**src/rtl/jtag_scan_sequencer.sv**
```systemverilog
// JTAG master: turns reset / IR / DR / idle commands into TCK/TMS/TDI bit plans
// for a 1149.1 TAP and gathers TDO into a response word.
module jtag_scan_sequencer #(
    parameter int IR_WIDTH = 5,
    parameter int DR_WIDTH = 32,
    parameter int CLK_DIV  = 4
) (
    input  logic                clk,
    input  logic                trst_n,
    input  logic                cmd_valid,
    output logic                cmd_ready,
    input  logic [1:0]          cmd_type,
    input  logic [IR_WIDTH-1:0] cmd_ir,
    input  logic [DR_WIDTH-1:0] cmd_dr,
    output logic                rsp_valid,
    input  logic                rsp_ready,
    output logic [DR_WIDTH-1:0] rsp_data,
    output logic                busy,
    output logic                tap_synced,
    output logic                tck,
    output logic                tms,
    output logic                tdi,
    input  logic                tdo
);

    localparam int CW  = ($clog2(DR_WIDTH + 12) > 17) ? $clog2(DR_WIDTH + 12) : 17;
    localparam int KW  = (DR_WIDTH > 1) ? $clog2(DR_WIDTH) : 1;
    localparam int DVW = (CLK_DIV > 1) ? $clog2(CLK_DIV) : 1;
    localparam logic [CW-1:0]  IRW      = CW'(IR_WIDTH);
    localparam logic [CW-1:0]  DRW      = CW'(DR_WIDTH);
    localparam logic [CW-1:0]  PRE      = CW'(6);
    localparam logic [DVW-1:0] DIV_LAST = DVW'(CLK_DIV - 1);

    typedef enum logic [1:0] {C_RESET = 2'b00, C_IR = 2'b01, C_DR = 2'b10, C_IDLE = 2'b11} cmd_e;
    typedef enum logic [2:0] {S_IDLE, S_LOAD, S_TCK_LO, S_TCK_HI, S_RSP} state_e;

    state_e              state_q;
    cmd_e                type_q;
    logic                pre_q;
    logic [DR_WIDTH-1:0] data_q;
    logic [DR_WIDTH-1:0] rsp_q;
    logic [CW-1:0]       bit_q;
    logic [CW-1:0]       total_q;
    logic [DVW-1:0]      div_q;
    logic                shift_q;
    logic [KW-1:0]       k_q;
    logic                cmd_ready_q, rsp_valid_q, busy_q, synced_q;
    logic                tck_q, tms_q, tdi_q;

    logic [CW-1:0] pidx, j, body, total_c;
    logic          p_tms, p_tdi, p_shift;
    logic [KW-1:0] p_k;

    // Plan lookup for the bit about to be driven: bit 0 from LOAD, else the next bit.
    always_comb begin
        pidx    = (state_q == S_LOAD) ? '0 : bit_q + CW'(1);
        j       = (pre_q && pidx >= PRE) ? pidx - PRE : pidx;
        p_tms   = 1'b0;
        p_shift = 1'b0;
        p_k     = '0;
        if (pre_q && pidx < PRE) begin
            p_tms = (pidx != CW'(5));
        end else begin
            case (type_q)
                C_IR: begin
                    if (j < CW'(4)) begin
                        p_tms = (j < CW'(2));
                    end else if (j < IRW + CW'(4)) begin
                        p_shift = 1'b1;
                        p_k     = KW'(j - CW'(4));
                        p_tms   = (j == IRW + CW'(3));
                    end else begin
                        p_tms = (j == IRW + CW'(4));
                    end
                end
                C_DR: begin
                    if (j < CW'(3)) begin
                        p_tms = (j == '0);
                    end else if (j < DRW + CW'(3)) begin
                        p_shift = 1'b1;
                        p_k     = KW'(j - CW'(3));
                        p_tms   = (j == DRW + CW'(2));
                    end else begin
                        p_tms = (j == DRW + CW'(3));
                    end
                end
                default: ;
            endcase
        end
        p_tdi = p_shift & data_q[p_k];

        case (type_q)
            C_IR:    body = IRW + CW'(6);
            C_DR:    body = DRW + CW'(5);
            C_IDLE:  body = CW'(data_q[15:0]);
            default: body = '0;
        endcase
        total_c = body + (pre_q ? PRE : '0);
    end

    always_ff @(posedge clk or negedge trst_n) begin
        if (!trst_n) begin
            state_q     <= S_IDLE;
            type_q      <= C_RESET;
            pre_q       <= 1'b0;
            data_q      <= '0;
            rsp_q       <= '0;
            bit_q       <= '0;
            total_q     <= '0;
            div_q       <= '0;
            shift_q     <= 1'b0;
            k_q         <= '0;
            cmd_ready_q <= 1'b1;
            rsp_valid_q <= 1'b0;
            busy_q      <= 1'b0;
            synced_q    <= 1'b0;
            tck_q       <= 1'b0;
            tms_q       <= 1'b1;
            tdi_q       <= 1'b0;
        end else begin
            case (state_q)
                S_IDLE: begin
                    if (cmd_valid) begin
                        type_q      <= cmd_e'(cmd_type);
                        // An unsynced TAP gets the reset plan in front of any command.
                        pre_q       <= !synced_q || (cmd_type == C_RESET);
                        data_q      <= (cmd_type == C_IR) ? DR_WIDTH'(cmd_ir) : cmd_dr;
                        cmd_ready_q <= 1'b0;
                        busy_q      <= 1'b1;
                        state_q     <= S_LOAD;
                    end
                end
                S_LOAD: begin
                    rsp_q   <= '0;
                    bit_q   <= '0;
                    total_q <= total_c;
                    if (total_c == '0) begin
                        state_q     <= S_RSP;
                        rsp_valid_q <= 1'b1;
                        synced_q    <= 1'b1;
                    end else begin
                        state_q <= S_TCK_LO;
                        tck_q   <= 1'b0;
                        tms_q   <= p_tms;
                        tdi_q   <= p_tdi;
                        shift_q <= p_shift;
                        k_q     <= p_k;
                        div_q   <= DIV_LAST;
                    end
                end
                S_TCK_LO: begin
                    if (div_q != '0) begin
                        div_q <= div_q - DVW'(1);
                    end else begin
                        state_q <= S_TCK_HI;
                        tck_q   <= 1'b1;
                        div_q   <= DIV_LAST;
                        if (shift_q) rsp_q[k_q] <= tdo;
                    end
                end
                S_TCK_HI: begin
                    if (div_q != '0) begin
                        div_q <= div_q - DVW'(1);
                    end else if (bit_q == total_q - CW'(1)) begin
                        state_q     <= S_RSP;
                        tck_q       <= 1'b0;
                        tms_q       <= 1'b0;
                        tdi_q       <= 1'b0;
                        shift_q     <= 1'b0;
                        rsp_valid_q <= 1'b1;
                        synced_q    <= 1'b1;
                    end else begin
                        state_q <= S_TCK_LO;
                        bit_q   <= bit_q + CW'(1);
                        tck_q   <= 1'b0;
                        tms_q   <= p_tms;
                        tdi_q   <= p_tdi;
                        shift_q <= p_shift;
                        k_q     <= p_k;
                        div_q   <= DIV_LAST;
                    end
                end
                S_RSP: begin
                    if (rsp_ready) begin
                        rsp_valid_q <= 1'b0;
                        cmd_ready_q <= 1'b1;
                        busy_q      <= 1'b0;
                        state_q     <= S_IDLE;
                    end
                end
                default: state_q <= S_IDLE;
            endcase
        end
    end

    assign cmd_ready  = cmd_ready_q;
    assign rsp_valid  = rsp_valid_q;
    assign rsp_data   = rsp_q;
    assign busy       = busy_q;
    assign tap_synced = synced_q;
    assign tck        = tck_q;
    assign tms        = tms_q;
    assign tdi        = tdi_q;

endmodule

```
**config.mk**
```make
export PLATFORM = sky130hd
export DESIGN_NAME = jtag_scan_sequencer
export DESIGN_NICKNAME = d
export VERILOG_FILES = /design/src/rtl/jtag_scan_sequencer.sv
export SDC_FILE = /design/constraint.sdc
export NUM_CORES = 1
export LEC_CHECK = 0
export CAP_MARGIN = 0
export CORE_ASPECT_RATIO = 1.25
export CORE_MARGIN = 8
export CORE_UTILIZATION = 63
export DETAILED_ROUTE_END_ITERATION = 16
export PLACE_DENSITY = 0.95
export SYNTH_ARGS = -nofsm -noshare
export SYNTH_HDL_FRONTEND = slang
export SYNTH_SLANG_ARGS = --single-unit
export TNS_END_PERCENT = 100
```
**constraint.sdc**
```tcl
create_clock -name clk -period 11.5 [get_ports clk]
set_clock_uncertainty 0.05 [all_clocks]
set_input_delay 2.3 -clock clk [delete_from_list [all_inputs] [get_ports clk]]
set_output_delay 2.3 -clock clk [all_outputs]
set_load 0.05 [all_outputs]
```
==> impl_metrics.csv <==
group,metric,value,unit
timing,setup_viol,0,
floorplan,die_w,120,µm
floorplan,dieArea,17400,µm²
timing,min_period,5.54,ns
clock_network,path_clk_slew,0.06,ns
synthesis,synth_area,8460,µm²
power,p_seq_frac,0.270,
grt,grt_max_degree,65,
power,pwr-share-comb,0.531,
place,place_inst,1234,
finish,final_nets,1140,
synthesis,synth_fp_nets,1099,
job,maxCapViolCount,0,
critical_path,cp.required,11.74,ns
floorplan,die_h,146,µm
worst_hold_path,min_delay_path_depth,2,
status,outcome,"completed",
floorplan,core-area,13200,µm²
synthesis,synthCells,1041,
clock_network,clock_sinks,119,
clock_network,root_buffer,"clkbuf_16",
synthesis,synthArstFlopShare,1.00,
detailed_routing,via_per_inst,6.62,
detailed_routing,drc,0,
clock_network,cts_buffers,17,
synthesis,synth_cell_types,93,
power,clkPwrFrac,0.199,
power,ir_drop,0.177,mV
synthesis,synth.yosys.warnings,0,
finish,fillers,932,
finish,diodes,0,
grt,grt-ovfl-total,0,
synthesis,seq_area_frac_synth,0.352,
timing,worst_pin_slew,1.25,ns
timing,holdWs,0.418,ns
finish,stdcell_count,1266,
timing,tns,0,ns
critical_path,start_kind,"register",
power,p_leak,4.17,nW
power,p_int,0.00146,W
timing,rsz0062_at_grt,"no",
critical_path,r2r_cells,17,
power,pwr_density_cell,283,nW/µm²
critical_path,end_kind,"register",
clock_network,cts_tree,"built",
detailed_routing,wl_per_cell,19.4,µm
finish,drive_above_1_share,0.0813,
finish,stdcell_area,9870,µm²
finish,syn_to_final_growth,16.7,%
timing,period_share,0.481,
place,dpl.hpwl,17100,µm
place,io_buffers,82,
place,placed_area,9260,µm²
detailed_routing,wl,24600,µm
critical_path,arrival,5.77,ns
floorplan,start_util,0.642,
critical_path,cp_max_fo,41,
synthesis,synthFlopType,"dfrtp_1",
clock_network,postCtsHoldBufs,0,
grt,grtUsageTotal,0.284,
place,gp_congestion,0.972,
grt,grt_pass1_vias,8340,
grt,grt_pass1_wl,40700,µm
timing,drv_slew,0,
power,switching_power,0.00134,W
clock_network,cts_setup_buffers,0,
floorplan,ios,83,
critical_path,critical_path_class,"register to register",
grt,grt_antenna_before_repair,1,
timing,hold_viol_final,0,
clock_network,cts.repair.resized,0,
timing,fmax,181,MHz
clock_network,htreeDepth,4,
worst_hold_path,hp-class,"register to register",
synthesis,synth_edf_count,0,
timing,slew_headroom,0.169,
power,switching_share,0.480,
synthesis,ys_seq_elements,119,
clock_network,cts_buffer_depth,2,
synthesis,avgSynthCellArea,8.13,µm²
detailed_routing,ant_nets,0,
finish,fin_util,0.750,
floorplan,rows,47,
detailed_routing,vias,8379,
detailed_routing,first_pass_iters,6,
clock_network,clk_latency,0.43,ns
detailed_routing,drt_iter0_drc,955,
final cells by class:
type	instances	area, µm²	share of cell area
clock inverters	14	171	0.0174
well taps	171	214	0.0217
clock buffers	18	439	0.0445
inverters	27	101	0.0103
repair buffers	88	863	0.0874
multi-input cells	829	5100	0.517
flip-flops and latches	119	2980	0.302
Yosys cell counts, types with 4 or more instances:
library cell,number,area [µm²]
nand2_1,152,571
o21ai_0,129,646
dfrtp_1,117,2930
a21oi_1,65,325
nor2_1,62,233
nand3_1,52,260
clkbuf_1,44,165
xnor2_1,31,272
inv_1,27,101
mux2i_1,26,260
nor3_1,24,120
and3_1,20,125
nand2b_1,17,106
and2_1,13,81.3
ha_1,13,163
nand4_1,13,81.3
a211oi_1,12,90.1
buf_2,12,60.1
a31oi_1,11,68.8
o211ai_1,11,82.6
xor2_1,11,96.3
o31ai_1,10,75.1
a21o_1,9,67.6
or3_1,9,56.3
nor2b_1,8,50.1
buf_1,6,22.5
o21a_1,6,45.0
or2_2,6,37.5
a211o_1,5,43.8
nor3b_1,5,37.5
nor4_1,5,31.3
o22ai_1,5,31.3
and4_1,4,35.0
mux2_2,4,45.0
nand3b_1,4,30.0
o41ai_1,4,35.0
routing by layer:
| metal | track usage | wire length (µm) | vias to the layer above |
|---|---|---|---|
| li1 | - | - | 3854 |
| met3 | 0.0547 | 1830 | 106 |
| met1 | 0.323 | 9340 | 3954 |
| met5 | 0 | 0 | - |
| met4 | 0.165 | 1100 | 0 |
| met2 | 0.482 | 12300 | 465 |
worst max-delay path, cell delays in order, from the launching register on:
cell,delay [ns]
dfrtp_1,0.53
or3b_2,0.86
nand2_1,0.24
inv_1,0.14
ha_1,0.33
nor2_1,0.30
nand4_1,0.15
nor4b_1,0.32
a21oi_1,0.08
o22ai_1,0.15
o2111a_1,0.32
nand3_1,0.17
or2_1,0.39
a21oi_4,0.44
mux2i_1,0.27
mux2i_1,0.11
a2111oi_2,0.39
o31ai_1,0.15
logic make-up (layout without fill, tap and decap cells):
group,Yosys count,in the layout,share of synthesized area
fa+ha+maj,14,14,0.0216
simple gates,420,420,0.250
compound gates,320,320,0.246
buf+inv,93,147,0.0453
xor+xnor,43,43,0.0454
flops,119,119,0.352
mux,32,32,0.0401
cells in the final DEF, fill, tap and decap left out, types with 6 or more instances in the layout:
cell type	count
nand3_1	52
o31ai_1	10
a21oi_1	65
or3_1	9
inv_1	27
xor2_1	11
mux2i_1	26
buf_4	7
or2_2	6
nand2b_1	17
o21a_1	6
ha_1	13
clkdlybuf4s50_1	81
and2_1	13
o211ai_1	11
dfrtp_1	117
xnor2_1	31
nor2b_1	8
nand2_1	152
and3_1	20
a21o_1	9
o21ai_0	128
a211oi_1	12
nor2_1	61
nand4_1	13
clkbuf_16	17
a31oi_1	11
nor3_1	24
path summary, 6_finish.rpt:
kind	endpoint	startpoint	slack (ns)
min in group asynchronous	total_q[11]$_DFFE_PN0P_	trst_n	1.89
max	tdi$_DFFE_PN0P_	state_q[2]$_DFFE_PN0P_	5.96
max in group asynchronous	k_q[2]$_DFFE_PN0P_	trst_n	8.26
min	data_q[29]$_DFFE_PN0P_	data_q[29]$_DFFE_PN0P_	0.42
min reg2reg	data_q[29]$_DFFE_PN0P_	data_q[29]$_DFFE_PN0P_	0.42
max reg2reg	tdi$_DFFE_PN0P_	state_q[2]$_DFFE_PN0P_	5.96
registers in the layout, indices dropped and copies added, names as in the netlist, 2 cells and up:
register,count
div_q,2
total_q,17
state_q,3
k_q,5
rsp_data,32
data_q,32
type_q,2
bit_q,17
power groups by stage:
stage / sequential [W] / combinational (W) / clock, W
floorplan: 0.000864 / 0.000934 / 0
global placement: 0.000744 / 0.00140 / 0
detailed placement: 0.000752 / 0.00144 / 0
CTS: 0.000747 / 0.00146 / 0.000556
global route: 0.000773 / 0.00162 / 0.000577
finish: 0.000756 / 0.00148 / 0.000557
metrics by stage:
stage               worst slack [ns]  power, W
finish                          5.96   0.00280
global route                    5.67   0.00296
CTS                             6.08   0.00277
detailed placement              6.16   0.00219
global placement                6.35   0.00215
floorplan                       6.49   0.00180
Note: power is estimated with default switching activity, not from simulation.
